===== src/rtl/adder_arbiter.sv =====
// adder_arbiter: round-robin arbiter/sequencer sharing one registered adder
// among g_num_req requesters, with a watchdog on the adder response.
module adder_arbiter #(
  parameter int g_data_width = 3,
  parameter int g_num_req    = 4,
  parameter int g_timeout    = 8,
  localparam int IW          = $clog2(g_num_req),
  localparam int W           = g_data_width
) (
  input  logic                   i_clk,
  input  logic                   i_rst,
  input  logic [g_num_req-1:0]   i_req_valid,
  input  logic [g_num_req*W-1:0] i_req_A,
  input  logic [g_num_req*W-1:0] i_req_B,
  output logic [g_num_req-1:0]   o_req_ready,
  output logic                   o_add_valid,
  output logic [W-1:0]           o_add_A,
  output logic [W-1:0]           o_add_B,
  input  logic                   i_add_valid,
  input  logic [W:0]             i_add_C,
  output logic                   o_rsp_valid,
  output logic [IW-1:0]          o_rsp_id,
  output logic [W:0]             o_rsp_C,
  output logic                   o_rsp_err,
  input  logic                   i_rsp_ready
);

  localparam int CW = $clog2(g_timeout + 1);

  typedef enum logic [1:0] {
    S_IDLE  = 2'd0,
    S_ISSUE = 2'd1,
    S_WAIT  = 2'd2,
    S_RESP  = 2'd3
  } state_t;

  state_t         state_q, state_d;
  logic [IW-1:0]  last_grant_q, last_grant_d;
  logic [IW-1:0]  id_q, id_d;
  logic [W-1:0]   a_q, a_d;
  logic [W-1:0]   b_q, b_d;
  logic [W:0]     c_q, c_d;
  logic           err_q, err_d;
  logic [CW-1:0]  cnt_q, cnt_d;
  logic           add_valid_q, add_valid_d;
  logic           rsp_valid_q, rsp_valid_d;

  logic           found_s;
  logic [IW-1:0]  pick_s;
  logic [IW-1:0]  cand_s;
  logic           accept_s;

  // Round-robin search: first valid requester starting after last_grant.
  always_comb begin
    found_s = 1'b0;
    pick_s  = '0;
    cand_s  = '0;
    for (int i = 1; i <= g_num_req; i++) begin
      cand_s = IW'((int'(last_grant_q) + i) % g_num_req);
      if (!found_s && i_req_valid[cand_s]) begin
        found_s = 1'b1;
        pick_s  = cand_s;
      end else begin
        found_s = found_s;
      end
    end
  end

  // One-hot grant, only offered in IDLE and never while reset is asserted.
  always_comb begin
    o_req_ready = '0;
    accept_s    = 1'b0;
    if (state_q == S_IDLE && !i_rst && found_s) begin
      o_req_ready[pick_s] = 1'b1;
      accept_s            = 1'b1;
    end else begin
      accept_s = 1'b0;
    end
  end

  // Next-state and datapath logic for the IDLE/ISSUE/WAIT/RESP sequence.
  always_comb begin
    state_d      = state_q;
    last_grant_d = last_grant_q;
    id_d         = id_q;
    a_d          = a_q;
    b_d          = b_q;
    c_d          = c_q;
    err_d        = err_q;
    cnt_d        = cnt_q;
    add_valid_d  = 1'b0;
    rsp_valid_d  = rsp_valid_q;
    case (state_q)
      S_IDLE: begin
        if (accept_s) begin
          a_d          = i_req_A[pick_s*W +: W];
          b_d          = i_req_B[pick_s*W +: W];
          id_d         = pick_s;
          last_grant_d = pick_s;
          add_valid_d  = 1'b1;
          state_d      = S_ISSUE;
        end else begin
          state_d = S_IDLE;
        end
      end
      S_ISSUE: begin
        cnt_d   = '0;
        state_d = S_WAIT;
      end
      S_WAIT: begin
        if (i_add_valid) begin
          c_d         = i_add_C;
          err_d       = 1'b0;
          rsp_valid_d = 1'b1;
          state_d     = S_RESP;
        end else if (cnt_q == CW'(g_timeout)) begin
          c_d         = '0;
          err_d       = 1'b1;
          rsp_valid_d = 1'b1;
          state_d     = S_RESP;
        end else begin
          cnt_d = cnt_q + CW'(1);
        end
      end
      S_RESP: begin
        if (i_rsp_ready) begin
          rsp_valid_d = 1'b0;
          state_d     = S_IDLE;
        end else begin
          rsp_valid_d = 1'b1;
        end
      end
      default: begin
        state_d     = S_IDLE;
        rsp_valid_d = 1'b0;
      end
    endcase
  end

  // State and output registers with synchronous reset.
  always_ff @(posedge i_clk) begin
    if (i_rst) begin
      state_q      <= S_IDLE;
      last_grant_q <= IW'(g_num_req - 1);
      id_q         <= '0;
      a_q          <= '0;
      b_q          <= '0;
      c_q          <= '0;
      err_q        <= 1'b0;
      cnt_q        <= '0;
      add_valid_q  <= 1'b0;
      rsp_valid_q  <= 1'b0;
    end else begin
      state_q      <= state_d;
      last_grant_q <= last_grant_d;
      id_q         <= id_d;
      a_q          <= a_d;
      b_q          <= b_d;
      c_q          <= c_d;
      err_q        <= err_d;
      cnt_q        <= cnt_d;
      add_valid_q  <= add_valid_d;
      rsp_valid_q  <= rsp_valid_d;
    end
  end

  assign o_add_valid = add_valid_q;
  assign o_add_A     = a_q;
  assign o_add_B     = b_q;
  assign o_rsp_valid = rsp_valid_q;
  assign o_rsp_id    = id_q;
  assign o_rsp_C     = c_q;
  assign o_rsp_err   = err_q;

endmodule


===== config.mk =====
export PLATFORM = sky130hd
export DESIGN_NAME = adder_arbiter
export DESIGN_NICKNAME = d
export VERILOG_FILES = /design/src/rtl/adder_arbiter.sv
export SDC_FILE = /design/constraint.sdc
export NUM_CORES = 1
export LEC_CHECK = 0
export ABC_AREA = 1
export BUFFER_PORTS_ARGS = -buffer_cell sky130_fd_sc_hd__buf_2
export CAP_MARGIN = 20
export CELL_PAD_IN_SITES_DETAIL_PLACEMENT = 1
export CELL_PAD_IN_SITES_GLOBAL_PLACEMENT = 2
export CORE_MARGIN = 2
export CORE_UTILIZATION = 22
export CTS_CLUSTER_SIZE = 20
export DETAILED_ROUTE_END_ITERATION = 12
export GPL_TIMING_DRIVEN = 0
export PLACE_DENSITY_LB_ADDON = 0.1
export SETUP_SLACK_MARGIN = 0.05
export SLEW_MARGIN = 25
export SYNTH_ARGS = -nofsm -noshare
export SYNTH_HDL_FRONTEND = slang
export SYNTH_SLANG_ARGS = --single-unit
export TNS_END_PERCENT = 50

===== constraint.sdc =====
create_clock -name i_clk -period 1.6 [get_ports i_clk]
set_input_delay 0 -clock i_clk [delete_from_list [all_inputs] [get_ports i_clk]]
set_output_delay 0 -clock i_clk [all_outputs]
set_load 0.005 [all_outputs]

==> run summary, run 1 <==
TritonCTS clock tree -> built
Leakage -> 1.23 nW
hpwl dp -> 3.41 mm
Root Buffer -> clkbuf_8
die width -> 85.1 um
Finished Layout Cells -> 391
CP peak stage delay -> 0.42 ns
cells along the critical path -> inv_8 > nand2_4 > nand2_4 > nand2_4 > nand2_4 > nor2_4 > nand3_4 > nand2_4 > nand2_4 > buf_8 > clkbuf_16 > nand2_2 > nand2_1 > nand2_1 > nand2_1 > nand2_1 > nand2_1
Arrival @ worst endpoint -> 2.05 ns
Placer Congestion -> 0.737
fin worst setup slack -> -0.274 ns
die footprint -> 0.00725 sq mm
fmax -> 0.534 GHz
Critical Path Source -> last_grant_q[0]
largest net degree at the start of global routing -> 14
GR Overflow Total -> 0
power density cells -> 2150 mW/mm^2
FP Rows -> 29
fin crit share -> 117%
syn nets -> 276
unrepaired setup endpoints after global routing -> yes
Placed Cells incl. Taps -> 364
DRT antenna net count -> 0
worst-path fanout max -> 7
Synth Area in Simple Gates -> 45.4%
area taken by multi-input logic gates -> 0.00104 sq mm
n_diodes -> 0
Synth Area in Compound Gates -> 9.33%
# DRC -> 0
Hold Path Class -> in2reg
TritonCTS buffer count -> 3
Syn Inst Count -> 234
Final setup viols -> 13
violated checks -> negative setup slack
WL/cell -> 11.8 um
drt total wl -> 4.63 mm
crit end category -> flop
Final Hold Fails -> 0
Synth Area in Adders -> 5.19%
drt first-iter violations -> 44
DR vias -> 1678
Worst VDD drop -> 1700 uV
max_slew headroom -> 65.5%
Startpoint Class -> flop
Die H -> 85.1 um
Clock transition at path regs -> 0.09 ns
XOR/XNOR share of the synthesized area -> 0%
vias in the first global route -> 1636
register area -> 468 sq um
#FFs+latches synth -> 23
Worst Skew -> 0.00188 ns
post-synthesis mux area share -> 0%
fin nets -> 357
Worst Tran Pin Value -> 0.518 ns
Yosys warnings -> 0
max_cap viols -> 0
Syn Std Cell Area -> 0.00145 sq mm
number of fill cells -> 827
Syn-to-layout area delta -> 59.2%
antenna violations before repair -> 0
status -> finished, violations left
share of layout cells above drive strength 1 -> 44.3%
H-tree Lvls -> 1
gr usage total -> 12.5%
worst slack at placement -> -0.275 ns
largest family of logic cells by synthesized area -> simple AND/OR/NAND/NOR gates
Seq/Total Area, Yosys -> 31.8%
Starting Density -> 22.8%
critical path type -> reg2reg
max-slew violation count -> 0
first-pass GRT wire length -> 7.49 mm
IO Port Bufs -> 53
register-to-register path setup slack -> -0.27 ns
library cells used by synthesis -> 25
Vias/cell -> 4.29
DRT Pass-1 Iters -> 4
CTS Sinks -> 23
critical path's slowest cell -> dfxtp_4
Core Region -> 0.00635 sq mm
syn_area_per_cell -> 6.19 sq um
post-route minimum period -> 1.87 ns
IO Pins -> 55
Crit path top cell by count -> nand2_4
Worst EP required -> 1.77 ns
CTS Buffer Depth -> 2
Worst-Skew Late Latency -> 0.27 ns
worst r2r src -> last_grant_q[0]
hold_sp -> i_add_valid
[synthesized netlist by cell type]
cell | count | area (sq um)
dfxtp_1 | 23 | 460
o21ai_1 | 2 | 10.0
buf_4 | 1 | 7.51
a21oi_1 | 15 | 75.1
nor2_2 | 1 | 6.26
nand3_2 | 1 | 10.0
a22oi_1 | 1 | 7.51
ha_1 | 6 | 75.1
nand2_2 | 7 | 43.8
buf_6 | 1 | 11.3
a221oi_1 | 1 | 8.76
nand3_1 | 18 | 90.1
o211ai_1 | 1 | 7.51
o21ai_0 | 4 | 20.0
inv_2 | 5 | 18.8
nor3_1 | 4 | 20.0
a31oi_1 | 1 | 6.26
nand2_1 | 107 | 402
nor2_4 | 2 | 22.5
and3_1 | 1 | 6.26
buf_2 | 3 | 15.0
inv_1 | 17 | 63.8
nor2_1 | 9 | 33.8
nand2_4 | 2 | 22.5
clkbuf_1 | 1 | 3.75
[stage by stage]
stage                     setup TNS [ns]  total power [mW]  hold WS [ns]  area (sq um)  util, %
after floorplan                        0              2.67         0.101          1480        -
after global placement             -3.29              3.37         0.209          1840     28.9
after detailed placement           -3.05              3.36         0.215          1840     28.9
after CTS                          -2.85              4.56        0.0917          2150     33.8
after global routing               -4.63              5.46         0.104          2300     36.3
final                              -2.74              4.96        0.0869          2300     36.3
[path summary, 6_finish.rpt]
check | end | cells past startpoint
hold / removal | o_rsp_err | 4
setup / recovery | o_add_A[1] | 17
setup reg to reg | o_add_A[1] | 17
hold reg to reg | o_add_A[0] | 2
[state kept, by name, indices dropped and copies added (netlist names)]
signal and count:
o_rsp_C 4, o_rsp_valid 1, state_q 2, o_add_B 3, o_rsp_err 1, o_add_valid 1
o_add_A 3, o_rsp_id 2, cnt_q 4, last_grant_q 2
[area by class of cell]
class	count	share of cell area (%)
multi-input combinational	183	45.1
inverter	22	4.45
sequential	23	20.3
tap	77	4.18
timing repair buffer	76	21.6
buffer	6	2.44
clock inverter	1	0.217
clock buffer	3	1.79
[worst max-delay path, delay by kind of cell (launching register included)]
kind	cells	cell delay, ns
simple gates	14	1.02
flops	1	0.42
buf+inv	3	0.35
[where the power goes]
part / internal [mW] / switching [mW]
Sequential: 0.730 / 0.0956
Combinational: 1.70 / 2.06
Clock: 0.174 / 0.201
[timing repair]
item                                    4_1_cts  5_1_grt
setup buffers                                14        3
hold endpoints to repair                      5        0
gates cloned                                  0        1
pin swaps                                    15       22
hold buffers                                  5        0
endpoints found under the setup margin       15       21
gates resized for setup                      27       36
[cells by family (layout without fill, tap and decap cells)]
group	after synthesis	after routing
buffers and inverters	28	108
AND/OR/NAND/NOR	152	152
flip-flops	23	23
adder cells (fa/ha/maj)	6	6
AO/OA/AOI/OAI	25	25
[layer usage]
| layer | GRT usage [%] | share of wire (%) | up-vias |
|---|---|---|---|
| met5 | 0 | 0 | - |
| met1 | 16.9 | 48 | 745 |
| met4 | 3.03 | 0.82 | 0 |
| li1 | - | - | 897 |
| met2 | 21.1 | 48 | 32 |
| met3 | 1.65 | 3.7 | 4 |
[cells in the final DEF, fill, tap and decap left out, types with 2 or more instances in the layout]
| cell | netlist | routed |
|---|---|---|
| buf_12 | 0 | 2 |
| a21oi_1 | 15 | 13 |
| nor2_1 | 9 | 8 |
| nor3_1 | 4 | 4 |
| dfxtp_1 | 23 | 19 |
| nor2_4 | 2 | 4 |
| inv_8 | 0 | 2 |
| o21ai_0 | 4 | 3 |
| clkbuf_8 | 0 | 3 |
| inv_2 | 5 | 4 |
| buf_6 | 1 | 3 |
| ha_1 | 6 | 6 |
| buf_4 | 1 | 16 |
| o21ai_1 | 2 | 2 |
| dlygate4sd3_1 | 0 | 5 |
| nand2_4 | 2 | 14 |
| nand3_2 | 1 | 2 |
| a21oi_2 | 0 | 2 |
| nand2_2 | 7 | 23 |
| nand3_1 | 18 | 16 |
| inv_4 | 0 | 2 |
| inv_1 | 17 | 14 |
| dfxtp_2 | 0 | 3 |
| nand2_1 | 107 | 79 |
| buf_2 | 3 | 53 |
No activity file was read; power rests on OpenSTA's default activity.
==> run 2, diff against run 1 <==
Settings changed: CTS_BUF_LIST set to sky130_fd_sc_hd__clkbuf_16, TNS_END_PERCENT 50 to not set.
==> run 2 against run 1 <==
Compared with the run above: the run still ends with negative setup slack left; final cell count rose by 1.3%; final area rose by 1.7%; non-clock buffer count rose by 4; count of clock-buffer cells in the layout did not move; wire length rose by 5.5%; critical path type is now reg2out; largest cell class unchanged; largest power group unchanged.
==> run summary, run 2 (same netlist as run 1, synthesis figures left out) <==
status -> finished, violations left
violated checks -> negative setup slack
H-tree Lvls -> 1
Finished Layout Cells -> 396
area taken by multi-input logic gates -> 0.00104 sq mm
max_cap viols -> 0
post-route minimum period -> 1.89 ns
# DRC -> 0
DR WL met2 -> 2.44 mm
Worst Tran Pin Value -> 0.614 ns
Worst-Skew Late Latency -> 0.26 ns
Placer Congestion -> 0.735
R2R cell count -> 16
Logic pwr share -> 73.3%
Die H -> 85.1 um
critical path type -> reg2out
GR Overflow Total -> 0
die footprint -> 0.00725 sq mm
Syn-to-layout area delta -> 62.0%
Root Buffer -> clkbuf_16
Final setup viols -> 14
register area -> 468 sq um
Final Hold Fails -> 0
Int Pwr -> 2.76 mW
TritonCTS buffer count -> 3
TritonCTS clock tree -> built
sw frac -> 46.3%
Worst Skew -> 0.00673 ns
IO Port Bufs -> 53
Clock transition at path regs -> 0.06 ns
Startpoint Class -> flop
switching pwr -> 2.38 mW
die width -> 85.1 um
unrepaired setup endpoints after global routing -> yes
CTS Buffer Depth -> 2
FP Rows -> 29
worst-path fanout max -> 6
worst hold path cell count -> 3
number of fill cells -> 822
Placed Cells incl. Taps -> 364
Worst VDD drop -> 1040 uV
sequential power share -> 16.2%
fin crit share -> 118%
IO Pins -> 55
top layer in use -> met4
DR vias -> 1753
first-pass GRT wire length -> 8.11 mm
max-slew violation count -> 0
fmax -> 0.529 GHz
Worst EP required -> 1.60 ns
drt first-iter violations -> 41
Vias/cell -> 4.43
fin nets -> 362
DRT Pass-1 Iters -> 4
Hold Path Class -> in2reg
Starting Density -> 22.8%
Core Region -> 0.00635 sq mm
n_diodes -> 0
Min Hold Slack -> 0.00900 ns
most common cell after layout, fill and taps aside -> nand2_1
Leakage -> 1.24 nW
Arrival @ worst endpoint -> 1.89 ns
crit end category -> output port
vias in the first global route -> 1777
WL met1 -> 2.22 mm
hpwl dp -> 3.49 mm
DRT antenna net count -> 0
WL/cell -> 12.3 um
met3 wire len -> 186 um
CTS Sinks -> 23
fin worst setup slack -> -0.290 ns
largest net degree at the start of global routing -> 13
max_slew headroom -> 59.0%
clock share of power -> 10.5%
gr usage total -> 13.5%
drt total wl -> 4.88 mm
most frequent cells in the layout -> nand2_1, buf_2, buf_4
antenna violations before repair -> 0
power density cells -> 2190 mW/mm^2
share of layout cells above drive strength 1 -> 44.2%
[run 2: final timing paths]
check / slack [ns] / end / startpoint
worst min register to register: 0.45 / o_add_B[1] / o_add_B[1]
worst min-delay path: 0.009 / o_rsp_C[2] / i_add_C[2]
worst max register to register: -0.27 / o_add_B[0] / last_grant_q[1]
worst max-delay path: -0.29 / o_req_ready[2] / last_grant_q[1]
[run 2: power by group through the flow]
| stage | clock network (mW) | registers (mW) | logic (mW) |
|---|---|---|---|
| 2_1_floorplan | 0 | 0.829 | 1.84 |
| 4_1_cts | 0.564 | 0.833 | 3.46 |
| 6_report | 0.540 | 0.834 | 3.76 |
| 3_3_place_gp | 0 | 0.837 | 2.53 |
| 5_1_grt | 0.586 | 0.854 | 4.24 |
| 3_5_place_dp | 0 | 0.837 | 2.52 |
[run 2: worst max-delay path, stage by stage (launching register included)]
cell and delay [ns]:
dfxtp_2 0.31, buf_6 0.13, nand2_1 0.10, nand2_4 0.08, nand2_2 0.06, nand2_2 0.07
nor2_4 0.12, buf_4 0.13, nand2_1 0.04, nor2_1 0.11, a21oi_2 0.08, buf_4 0.17
nor2_2 0.10, buf_2 0.12
[run 2: what timing repair did]
item                                    CTS  global route
endpoints found under the hold margin     4             0
hold buffers                              4             0
buffers inserted                         17             6
gates resized for setup                  44            17
gates cloned                              0             1
endpoints found under the setup margin   17            20
pin swaps                                15            10
[run 2: layout make-up]
type | instances | area share [%]
multi-input combinational | 184 | 44.3
tap | 77 | 4.11
clock inverter | 1 | 0.160
buffer | 6 | 2.40
clock buffer | 3 | 3.20
timing repair buffer | 80 | 21.4
sequential | 23 | 20.0
inverter | 22 | 4.48
[run 2: through the flow]
stage / total power, mW / setup slack, ns / area [sq um] / TNS (ns) / util (%)
4_1_cts: 4.86 / -0.283 / 2230 / -3.03 / 35.2
2_1_floorplan: 2.67 / 0.0425 / 1480 / 0 / -
5_1_grt: 5.68 / -0.453 / 2340 / -5.02 / 36.9
3_3_place_gp: 3.37 / -0.281 / 1840 / -3.31 / 28.9
6_report: 5.14 / -0.290 / 2340 / -2.91 / 36.9
3_5_place_dp: 3.36 / -0.300 / 1840 / -3.42 / 28.9
[run 2: metal layers]
metal,vias to the layer above,track usage (%)
met5,-,0
met4,0,3.90
met3,4,1.75
met2,37,23.9
met1,799,17.2
li1,913,-
==> run 3, diff against run 2 <==
Settings changed: CORE_UTILIZATION 22 to 26.
Clock period 1.6 ns to 2.4 ns, I/O delays scaled along.
==> run 3 against run 2 <==
Compared with the run above: the run now ends clean; first-iteration DRC count down 15%; worst hold slack better by 0.095 ns; wire length down 17%; via count down 9.7%; combinational power down 57%; global-route usage up 0.28 points; power down 51%; final cell count down 7.1%; sequential share of layout area up 3.8 points.
==> run summary, run 3 (same netlist as run 1, synthesis figures left out) <==
status -> completed
Vias/cell -> 4.30
IO Pins -> 55
worst hold path cell count -> 4
design area -> 0.00194 sq mm
Clock transition at path regs -> 0.06 ns
fin worst setup slack -> 0.307 ns
power density cells -> 1290 mW/mm^2
DP Area -> 0.00180 sq mm
Worst Tran Pin Value -> 0.435 ns
share of layout cells above drive strength 1 -> 27.7%
Hold Path End -> o_rsp_err
Startpoint Class -> flop
Worst EP required -> 2.40 ns
Starting Density -> 26.6%
Reg-to-Reg End -> o_add_B[1]
Critical Path Source -> last_grant_q[1]
Largest delay share family, worst path -> simple AND/OR/NAND/NOR gates
GR Overflow Total -> 0
Min Hold Slack -> 0.104 ns
CTS Buffer Depth -> 2
FP Rows -> 27
IO Port Bufs -> 53
unrepaired setup endpoints after global routing -> no
n_diodes -> 0
register-to-register path setup slack -> 0.52 ns
post-route minimum period -> 2.09 ns
worst path bufs/invs -> 6
first-pass GRT wire length -> 6.94 mm
Hold Path Class -> in2reg
DRT antenna net count -> 0
Worst-Skew Late Latency -> 0.26 ns
TritonCTS clock tree -> built
Worst Skew -> 0.00240 ns
final core occ -> 35.7%
max_slew headroom -> 70.7%
antenna violations before repair -> 0
most common cell after layout, fill and taps aside -> nand2_1
met1 usage -> 17.4%
CTS Sinks -> 23
drt first-iter violations -> 35
setup_tns -> 0 ns
critical path's slowest cell -> dfxtp_1
Root Buffer -> clkbuf_16
TritonCTS buffer count -> 3
CP peak stage delay -> 0.29 ns
H-tree Lvls -> 1
Core Region -> 0.00544 sq mm
die width -> 78.6 um
largest net degree at the start of global routing -> 14
Final setup viols -> 0
Post-CTS Setup Bufs -> 0
gr usage total -> 13.8%
Arrival @ worst endpoint -> 2.09 ns
most frequent cells in the layout -> nand2_1, buf_2, dfxtp_1
M3 GR Usage -> 2.07%
critical path type -> reg2out
crit end category -> output port
worst-path fanout max -> 10
worst r2r src -> last_grant_q[1]
max-slew violation count -> 0
met2 usage -> 24.1%
R2R cell count -> 17
global route hottest layer -> met2
Placer Congestion -> 0.735
drt total wl -> 4.07 mm
Crit path top cell by count -> nand2_1
die footprint -> 0.00618 sq mm
hpwl dp -> 3.37 mm
Worst VDD drop -> 412 uV
WL/cell -> 11.1 um
DR vias -> 1583
hold_sp -> i_add_valid
fmax -> 0.478 GHz
cells along the critical path -> buf_2 > inv_2 > nand2_1 > nand2_1 > nand2_1 > nand2_1 > inv_1 > nand3_2 > nand2_1 > inv_2 > nand2_1 > inv_4 > nand3_1 > nor2_1 > buf_2
Leakage -> 1.07 nW
Final Hold Fails -> 0
# DRC -> 0
fin crit share -> 87.2%
worst slack at placement -> 0.355 ns
max_cap viols -> 0
Syn-to-layout area delta -> 34.1%
DRT Pass-1 Iters -> 4
Die H -> 78.6 um
vias in the first global route -> 1589
fin nets -> 339
==> run 3: layout make-up <==
class / count / area (sq um)
Tap cell: 72 / 90.1
Multi-Input combinational cell: 183 / 870
Timing Repair Buffer: 58 / 315
Clock buffer: 3 / 75.1
Buffer: 6 / 37.5
Sequential cell: 23 / 462
Clock inverter: 1 / 5.00
Fill cell: 742 / 3500
Inverter: 22 / 87.6
==> run 3: how the worst max path moves through the flow <==
stage                                  to  slack (ns)  depth (start not counted)
after CTS                  o_req_ready[1]        0.11                         14
after floorplan                o_add_A[0]        0.76                         16
final                      o_req_ready[0]        0.31                         15
after global routing       o_req_ready[0]        0.09                         15
after global placement         o_add_A[1]        0.41                         16
after detailed placement  last_grant_q[1]        0.36                         11
==> run 3: tightest hold or removal path, stage by stage <==
cell and delay [ns]:
buf_2 0.09, nand2_1 0.05, inv_1 0.12, nor3_1 0.06
==> run 3: repair_timing <==
| action | 4_1_cts | 5_1_grt |
|---|---|---|
| hold endpoints to repair | 5 | 0 |
| endpoints found under the setup margin | 0 | 4 |
| hold buffers | 5 | 0 |
| resized for setup | 0 | 4 |
==> run 3: per-layer routing <==
| metal | share of wire (%) | up-vias |
|---|---|---|
| met3 | 3.8 | 5 |
| met5 | 0 | - |
| met4 | 1.1 | 0 |
| li1 | - | 860 |
| met2 | 46 | 33 |
| met1 | 49 | 685 |
==> run 3: per-stage QoR <==
stage,cells,power (mW)
3_3_place_gp,359,2.16
4_1_cts,368,2.55
6_report,368,2.50
3_5_place_dp,359,2.17
2_1_floorplan,234,1.73
5_1_grt,368,2.83
==> run 3: power breakdown <==
group	internal (mW)	switching (mW)	total [mW]
registers	0.481	0.0564	0.537
clock network	0.224	0.136	0.360
logic	0.568	1.04	1.60
total	1.27	1.23	2.50
